### src/rtl/hazard_ctrl_unit_if.sv
// ---------------------------------------------------------------------------
// hazard_ctrl_unit_if
//
// Purpose: groups every signal exchanged between the pipeline datapath and
// the load-use / flush hazard unit, so both sides connect through one port.
//
// Parameters:
//   REG_ADDR_W  register-address width
//   CNT_W       width of the stall-cycle counter output
//
// Signals (direction as seen by the hazard unit, modport slave):
//   id_rs, id_rt      in   source register fields of the IF/ID instruction
//   id_uses_rt        in   IF/ID instruction reads rt as a source
//   ex_rt             in   destination register of the ID/EX instruction
//   ex_mem_read       in   ID/EX instruction is a load
//   ex_branch_taken   in   branch/jump resolved taken in EX
//   pc_write          out  PC update enable
//   ifid_write        out  IF/ID load enable
//   ctrl_mux          out  0 selects a bubble into ID/EX
//   ifid_flush        out  clear IF/ID to a NOP
//   stall_active      out  unit is in its multi-cycle STALL state
//   stall_cycles      out  accumulated stall-cycle count
//
// The master modport is the datapath side driving the hazard inputs.
// ---------------------------------------------------------------------------
interface hazard_ctrl_unit_if #(
    parameter int unsigned REG_ADDR_W = 5,
    parameter int unsigned CNT_W      = 32
);
    logic [REG_ADDR_W-1:0] id_rs;
    logic [REG_ADDR_W-1:0] id_rt;
    logic                  id_uses_rt;
    logic [REG_ADDR_W-1:0] ex_rt;
    logic                  ex_mem_read;
    logic                  ex_branch_taken;
    logic                  pc_write;
    logic                  ifid_write;
    logic                  ctrl_mux;
    logic                  ifid_flush;
    logic                  stall_active;
    logic [CNT_W-1:0]      stall_cycles;

    modport master (
        output id_rs, id_rt, id_uses_rt, ex_rt, ex_mem_read, ex_branch_taken,
        input  pc_write, ifid_write, ctrl_mux, ifid_flush, stall_active,
               stall_cycles
    );

    modport slave (
        input  id_rs, id_rt, id_uses_rt, ex_rt, ex_mem_read, ex_branch_taken,
        output pc_write, ifid_write, ctrl_mux, ifid_flush, stall_active,
               stall_cycles
    );
endinterface

### src/rtl/hazard_ctrl_unit.sv
// ---------------------------------------------------------------------------
// hazard_ctrl_unit
//
// Purpose: load-use hazard and control-flush unit for the 5-stage pipeline.
// A load in ID/EX whose destination feeds the IF/ID instruction freezes PC
// and IF/ID and injects LOAD_STALL bubbles into ID/EX. Register 0 never
// causes a hazard. A taken branch in EX flushes IF/ID and bubbles ID/EX for
// one cycle and overrides (or aborts) any stall.
//
// Parameters:
//   REG_ADDR_W  register-address width
//   LOAD_STALL  bubbles per load-use hazard, 1..7
//   CNT_W       stall counter width (only meaningful with the counter built)
//
// Ports:
//   clk    pipeline clock, rising edge
//   reset  synchronous, active-low; also forces all enables low while held
//   bus    hazard_ctrl_unit_if.slave, see the interface file
//
// Build option: define HAZARD_PERF_CNT_EN to build a saturating counter of
// stall cycles on bus.stall_cycles; otherwise that output is constant 0.
// ---------------------------------------------------------------------------
module hazard_ctrl_unit #(
    parameter int unsigned REG_ADDR_W = 5,
    parameter int unsigned LOAD_STALL = 1,
    parameter int unsigned CNT_W      = 32
) (
    input logic               clk,
    input logic               reset,
    hazard_ctrl_unit_if.slave bus
);

    typedef enum logic {
        IDLE  = 1'b0,
        STALL = 1'b1
    } stateT;

    localparam logic [REG_ADDR_W-1:0] ZERO_REG   = '0;
    localparam logic [2:0]            STALL_INIT = 3'(LOAD_STALL - 1);

    stateT      state;
    stateT      stateNext;
    logic [2:0] rem;
    logic [2:0] remNext;
    logic       hazard;
    logic       pcWrite;
    logic       ifidWrite;
    logic       ctrlMux;
    logic       ifidFlush;
    logic       stallActive;

    // A load whose non-zero destination matches a source the ID instruction
    // actually reads; rt only counts when the instruction uses it.
    assign hazard = bus.ex_mem_read && (bus.ex_rt != ZERO_REG) &&
                    ((bus.ex_rt == bus.id_rs) ||
                     (bus.id_uses_rt && (bus.ex_rt == bus.id_rt)));

    // State register and remaining-bubble counter. Reset drops any stall in
    // progress so nothing of an old hazard survives.
    always_ff @(posedge clk) begin
        if (!reset) begin
            state <= IDLE;
            rem   <= 3'd0;
        end else begin
            state <= stateNext;
            rem   <= remNext;
        end
    end

    // Next-state and output decode. The first bubble is produced in IDLE in
    // the cycle the hazard is seen; the STALL state supplies the remaining
    // LOAD_STALL-1 bubbles and ignores the comparators because ID/EX holds a
    // bubble by then. A taken branch wins everywhere and ends a stall early.
    always_comb begin
        stateNext   = state;
        remNext     = rem;
        pcWrite     = 1'b1;
        ifidWrite   = 1'b1;
        ctrlMux     = 1'b1;
        ifidFlush   = 1'b0;
        stallActive = 1'b0;

        if (!reset) begin
            pcWrite   = 1'b0;
            ifidWrite = 1'b0;
            ctrlMux   = 1'b0;
        end else begin
            case (state)
                IDLE: begin
                    if (bus.ex_branch_taken) begin
                        ifidFlush = 1'b1;
                        ctrlMux   = 1'b0;
                    end else if (hazard) begin
                        pcWrite   = 1'b0;
                        ifidWrite = 1'b0;
                        ctrlMux   = 1'b0;
                        if (LOAD_STALL > 1) begin
                            stateNext = STALL;
                            remNext   = STALL_INIT;
                        end
                    end
                end
                STALL: begin
                    stallActive = 1'b1;
                    if (bus.ex_branch_taken) begin
                        ifidFlush = 1'b1;
                        ctrlMux   = 1'b0;
                        stateNext = IDLE;
                        remNext   = 3'd0;
                    end else begin
                        pcWrite   = 1'b0;
                        ifidWrite = 1'b0;
                        ctrlMux   = 1'b0;
                        remNext   = rem - 3'd1;
                        if (rem == 3'd1) begin
                            stateNext = IDLE;
                        end
                    end
                end
                default: begin
                    stateNext = IDLE;
                    remNext   = 3'd0;
                end
            endcase
        end
    end

    assign bus.pc_write     = pcWrite;
    assign bus.ifid_write   = ifidWrite;
    assign bus.ctrl_mux     = ctrlMux;
    assign bus.ifid_flush   = ifidFlush;
    assign bus.stall_active = stallActive;

`ifdef HAZARD_PERF_CNT_EN
    logic [CNT_W-1:0] stallCnt;

    // Out of reset, pc_write low only ever comes from a hazard bubble or a
    // STALL cycle, so it marks exactly the cycles to count. Flush cycles keep
    // pc_write high and are skipped. The count sticks at all-ones.
    always_ff @(posedge clk) begin
        if (!reset) begin
            stallCnt <= '0;
        end else if (!pcWrite && (stallCnt != {CNT_W{1'b1}})) begin
            stallCnt <= stallCnt + {{(CNT_W-1){1'b0}}, 1'b1};
        end
    end

    assign bus.stall_cycles = stallCnt;
`else
    assign bus.stall_cycles = {CNT_W{1'b0}};
`endif

endmodule

### src/flat_wrapper.sv
// flat-port wrapper written by rule: the top's interface ports become plain ports
module hazard_ctrl_unit_flat 
#(
    parameter int unsigned REG_ADDR_W = 5,
    parameter int unsigned LOAD_STALL = 1,
    parameter int unsigned CNT_W      = 32
)
  (clk, reset, bus_id_rs, bus_id_rt, bus_id_uses_rt, bus_ex_rt, bus_ex_mem_read, bus_ex_branch_taken, bus_pc_write, bus_ifid_write, bus_ctrl_mux, bus_ifid_flush, bus_stall_active, bus_stall_cycles);
  hazard_ctrl_unit_if #(.REG_ADDR_W(REG_ADDR_W), .CNT_W(CNT_W)) bus_i ();
  input logic clk;
  input logic reset;
  input wire logic [$bits(bus_i.id_rs)-1:0] bus_id_rs;
  input wire logic [$bits(bus_i.id_rt)-1:0] bus_id_rt;
  input wire logic [$bits(bus_i.id_uses_rt)-1:0] bus_id_uses_rt;
  input wire logic [$bits(bus_i.ex_rt)-1:0] bus_ex_rt;
  input wire logic [$bits(bus_i.ex_mem_read)-1:0] bus_ex_mem_read;
  input wire logic [$bits(bus_i.ex_branch_taken)-1:0] bus_ex_branch_taken;
  output wire logic [$bits(bus_i.pc_write)-1:0] bus_pc_write;
  output wire logic [$bits(bus_i.ifid_write)-1:0] bus_ifid_write;
  output wire logic [$bits(bus_i.ctrl_mux)-1:0] bus_ctrl_mux;
  output wire logic [$bits(bus_i.ifid_flush)-1:0] bus_ifid_flush;
  output wire logic [$bits(bus_i.stall_active)-1:0] bus_stall_active;
  output wire logic [$bits(bus_i.stall_cycles)-1:0] bus_stall_cycles;
  assign bus_i.id_rs = bus_id_rs;
  assign bus_i.id_rt = bus_id_rt;
  assign bus_i.id_uses_rt = bus_id_uses_rt;
  assign bus_i.ex_rt = bus_ex_rt;
  assign bus_i.ex_mem_read = bus_ex_mem_read;
  assign bus_i.ex_branch_taken = bus_ex_branch_taken;
  assign bus_pc_write = bus_i.pc_write;
  assign bus_ifid_write = bus_i.ifid_write;
  assign bus_ctrl_mux = bus_i.ctrl_mux;
  assign bus_ifid_flush = bus_i.ifid_flush;
  assign bus_stall_active = bus_i.stall_active;
  assign bus_stall_cycles = bus_i.stall_cycles;
  hazard_ctrl_unit #(.REG_ADDR_W(REG_ADDR_W), .LOAD_STALL(LOAD_STALL), .CNT_W(CNT_W)) u_core (.clk(clk), .reset(reset), .bus(bus_i));
endmodule
### config.mk
export PLATFORM = sky130hd
export DESIGN_NAME = hazard_ctrl_unit_flat
export DESIGN_NICKNAME = d
export VERILOG_FILES = /design/src/rtl/hazard_ctrl_unit_if.sv /design/src/rtl/hazard_ctrl_unit.sv /design/src/flat_wrapper.sv
export SDC_FILE = /design/constraint.sdc
export NUM_CORES = 1
export LEC_CHECK = 0
export BUFFER_PORTS_ARGS = -buffer_cell sky130_fd_sc_hd__buf_2
export CELL_PAD_IN_SITES_DETAIL_PLACEMENT = 0
export CELL_PAD_IN_SITES_GLOBAL_PLACEMENT = 1
export CORE_AREA = 2 2 53 55
export DETAILED_ROUTE_END_ITERATION = 7
export DIE_AREA = 0 0 55 57
export PLACE_DENSITY = 0.84
export RECOVER_POWER = 100
export SLEW_MARGIN = 20
export SYNTH_ARGS = -nofsm -noshare
export SYNTH_HDL_FRONTEND = slang
export SYNTH_SLANG_ARGS = --single-unit
### constraint.sdc
create_clock -name clk -period 3 [get_ports clk]
set_input_delay 0.45 -clock clk [delete_from_list [all_inputs] [get_ports clk]]
set_output_delay 0.45 -clock clk [all_outputs]
set_load 0.05 [all_outputs]
==> out/results.ini <==
[timing]
rsz0062_at_grt = no
worst_pin_slew_ns = 0.608
setup_tns_ns = 0
setup_viol = 0
fin_crit_sh_pct = 68.4
fin_crit_ns = 2.05
finalHoldViolations = 0
relSlewSlack_pct = 59.7
maxSlewViolCount = 0
max_freq_mhz = 487
skew_ns = 0.000935

[logic_synthesis]
synth_area_leaders = buf_4, xnor2_1, dfxtp_1
synthesis.instances = 81
ys.warnings.count = 0
synthesis.area_um2 = 618
synth-seq-cells = 4
synth_edf_count = 0
async_flop_share_pct = 0
yosysTopAreaCell = buf_4
synth.avg_cell_area_um2 = 7.63
synth.top_cell.area_share_pct = 40.1
yosysSeqAreaShare_pct = 13.0
synth_ff_type = dfxtp_1
netlist-cell-type-count = 19

[routing]
first_pass_iters = 2
drc = 0
avgViaCountPerCell = 3.47
drtIter0Drc = 1
ant_nets = 0
via_count = 475
wl_per_cell_um = 7.09
totalWireLength_um = 971

[worst_setup_path]
cpPeakStageDelay_ns = 0.49
required_ns = 2.55
crit_arrival_ns = 1.60
critPathTopFamily = buffers and inverters
crit_type = in2out
cp_max_fo = 3
cp-start-kind = input port
critPathCaptureType = primary output
critical-path-slowest-cell = clkbuf_1
crit_buf_inv = 2
path_cells = buf_2, xnor2_1, nand3_1, o22ai_2, a41oi_2, clkbuf_1

[floorplan]
io_pins = 57
die_w_um = 55
row_count = 19
dieArea_um2 = 3140
fp.dieH_um = 57
start_util_pct = 23.6
design.core.area_um2 = 2620

[power]
p_int_w = 0.000121
switching_share_pct = 53.0
switchingPower_w = 0.000137
clkPwrFrac_pct = 25.1
comb_power_share_pct = 54.2
powerDensity_nw_per_um2 = 390
seqPwrFrac_pct = 20.8
leakage_nw = 0.307
ir_worst_vdd_mv = 0.115

[cts]
root_buffer = clkbuf_4
cts_buffer_depth = 2
clk_transition_reported_paths_ns = 0.03
cts_tree = built
cts_setup_buffers = 0
post_cts_resized = 0
cts_num_sinks = 4
h-tree-depth = 1
holdBufCountCts = 0
clock_latency_ns = 0.23
cts_buffers = 3

[grt]
grt_pass1_wl_um = 1300
antenna_found_initial = 0
grt_pass1_vias = 364
grt_remaining_overflow = 0
grt_util_all_layers_pct = 5.96
grt_max_degree = 9

[final_layout]
final_area_um2 = 662
num_antenna_cells = 0
area_growth_syn_to_layout_pct = 7.09
regArea_um2 = 80.1
nets = 130
multi_input_area_um2 = 388
drive_above_1_share_pct = 22.6
fill_cells = 304

[placed_design]
place_area_um2 = 646
dp_hpwl_um = 859
routabilityCongestion = 0.694
port_buffers = 24

[job]
maxCapViolCount = 0

[outcome]
status = completed

[worst_hold_path]
hold_class = in2reg

[logic make-up after synthesis]
| family | synth area share, % |
|---|---|
| DFF | 13.0 |
| xor gates and xnor gates | 14.2 |
| AOI/OAI and AO/OA | 10.5 |
| and+or+nand+nor | 14.6 |
| buffers and inverters | 43.1 |
| adders and majority gates | 4.05 |
| other | 0.607 |
[synth_stat cells (all sizes together), types with 3 or more instances]
cell type and instances:
nor3 3, nand2 3, nor2b 3, buf 33, inv 5, a21oi 3
o21ai 3, dfxtp 4, xnor2 10
[flip-flops by register name (all words and copies together) (netlist names)]
register and count:
u_core.rem 3, u_core.state 1
[area by class of cell]
type	count	share of cell area [%]
multi-input combinational	70	58.6
timing repair buffer	24	17.2
sequential	4	12.1
tap	31	5.86
clock buffer	3	3.40
inverter	5	2.84
[layout by cell type, fill, tap and decap left out]
cell | synthesis | routed
xnor2_1 | 10 | 10
o22ai_2 | 1 | 1
o21ai_0 | 3 | 3
clkbuf_1 | 0 | 5
clkbuf_4 | 0 | 3
conb_1 | 1 | 32
a41oi_2 | 1 | 1
nand2_1 | 3 | 3
dfxtp_1 | 4 | 4
and2_1 | 2 | 2
inv_1 | 5 | 5
nor3_1 | 3 | 3
buf_2 | 0 | 19
ha_1 | 2 | 2
a21oi_1 | 3 | 3
a31oi_1 | 1 | 1
nand4_1 | 1 | 1
nand3_1 | 2 | 2
nor4b_1 | 1 | 1
nor2b_1 | 3 | 3
nor2_1 | 2 | 2
[layer usage]
metal	track usage [%]	vias to the layer above	part of all wire [%]
met5	0	-	0
met3	2.88	2	14
li1	-	247	-
met2	10.4	28	50
met4	4.18	0	0.93
met1	5.00	198	35
[worst paths after layout]
path / startpoint / endpoint / slack (ns) / cells past startpoint
worst max register to register: u_core.rem[0] / u_core.rem[1] / 1.91 / 5
worst min register to register: u_core.rem[1] / u_core.rem[1] / 0.52 / 2
worst min-delay path: bus_ex_branch_taken / u_core.state / 0.48 / 2
worst max-delay path: bus_ex_rt[1] / bus_pc_write / 0.95 / 6
[power groups by stage]
stage / sequential [W] / clock [W] / combinational, W
floorplan: 0.0000543 / 0 / 0.000152
global route: 0.0000534 / 0.0000713 / 0.000147
CTS: 0.0000535 / 0.0000691 / 0.000140
global placement: 0.0000543 / 0 / 0.000140
finish: 0.0000535 / 0.0000646 / 0.000140
detailed placement: 0.0000543 / 0 / 0.000140
[per-stage QoR]
| step | util, % | cells | hold slack (ns) | setup WS (ns) | power, W |
|---|---|---|---|---|---|
| floorplan | - | 112 | 0.479 | 0.905 | 0.000206 |
| global placement | 24.7 | 134 | 0.496 | 1.13 | 0.000194 |
| detailed placement | 24.7 | 134 | 0.513 | 1.13 | 0.000194 |
| CTS | 25.6 | 137 | 0.472 | 1.12 | 0.000263 |
| global route | 25.3 | 137 | 0.500 | 0.879 | 0.000271 |
| finish | 25.3 | 137 | 0.479 | 0.947 | 0.000258 |
No activity file was read; power rests on OpenSTA's default activity.
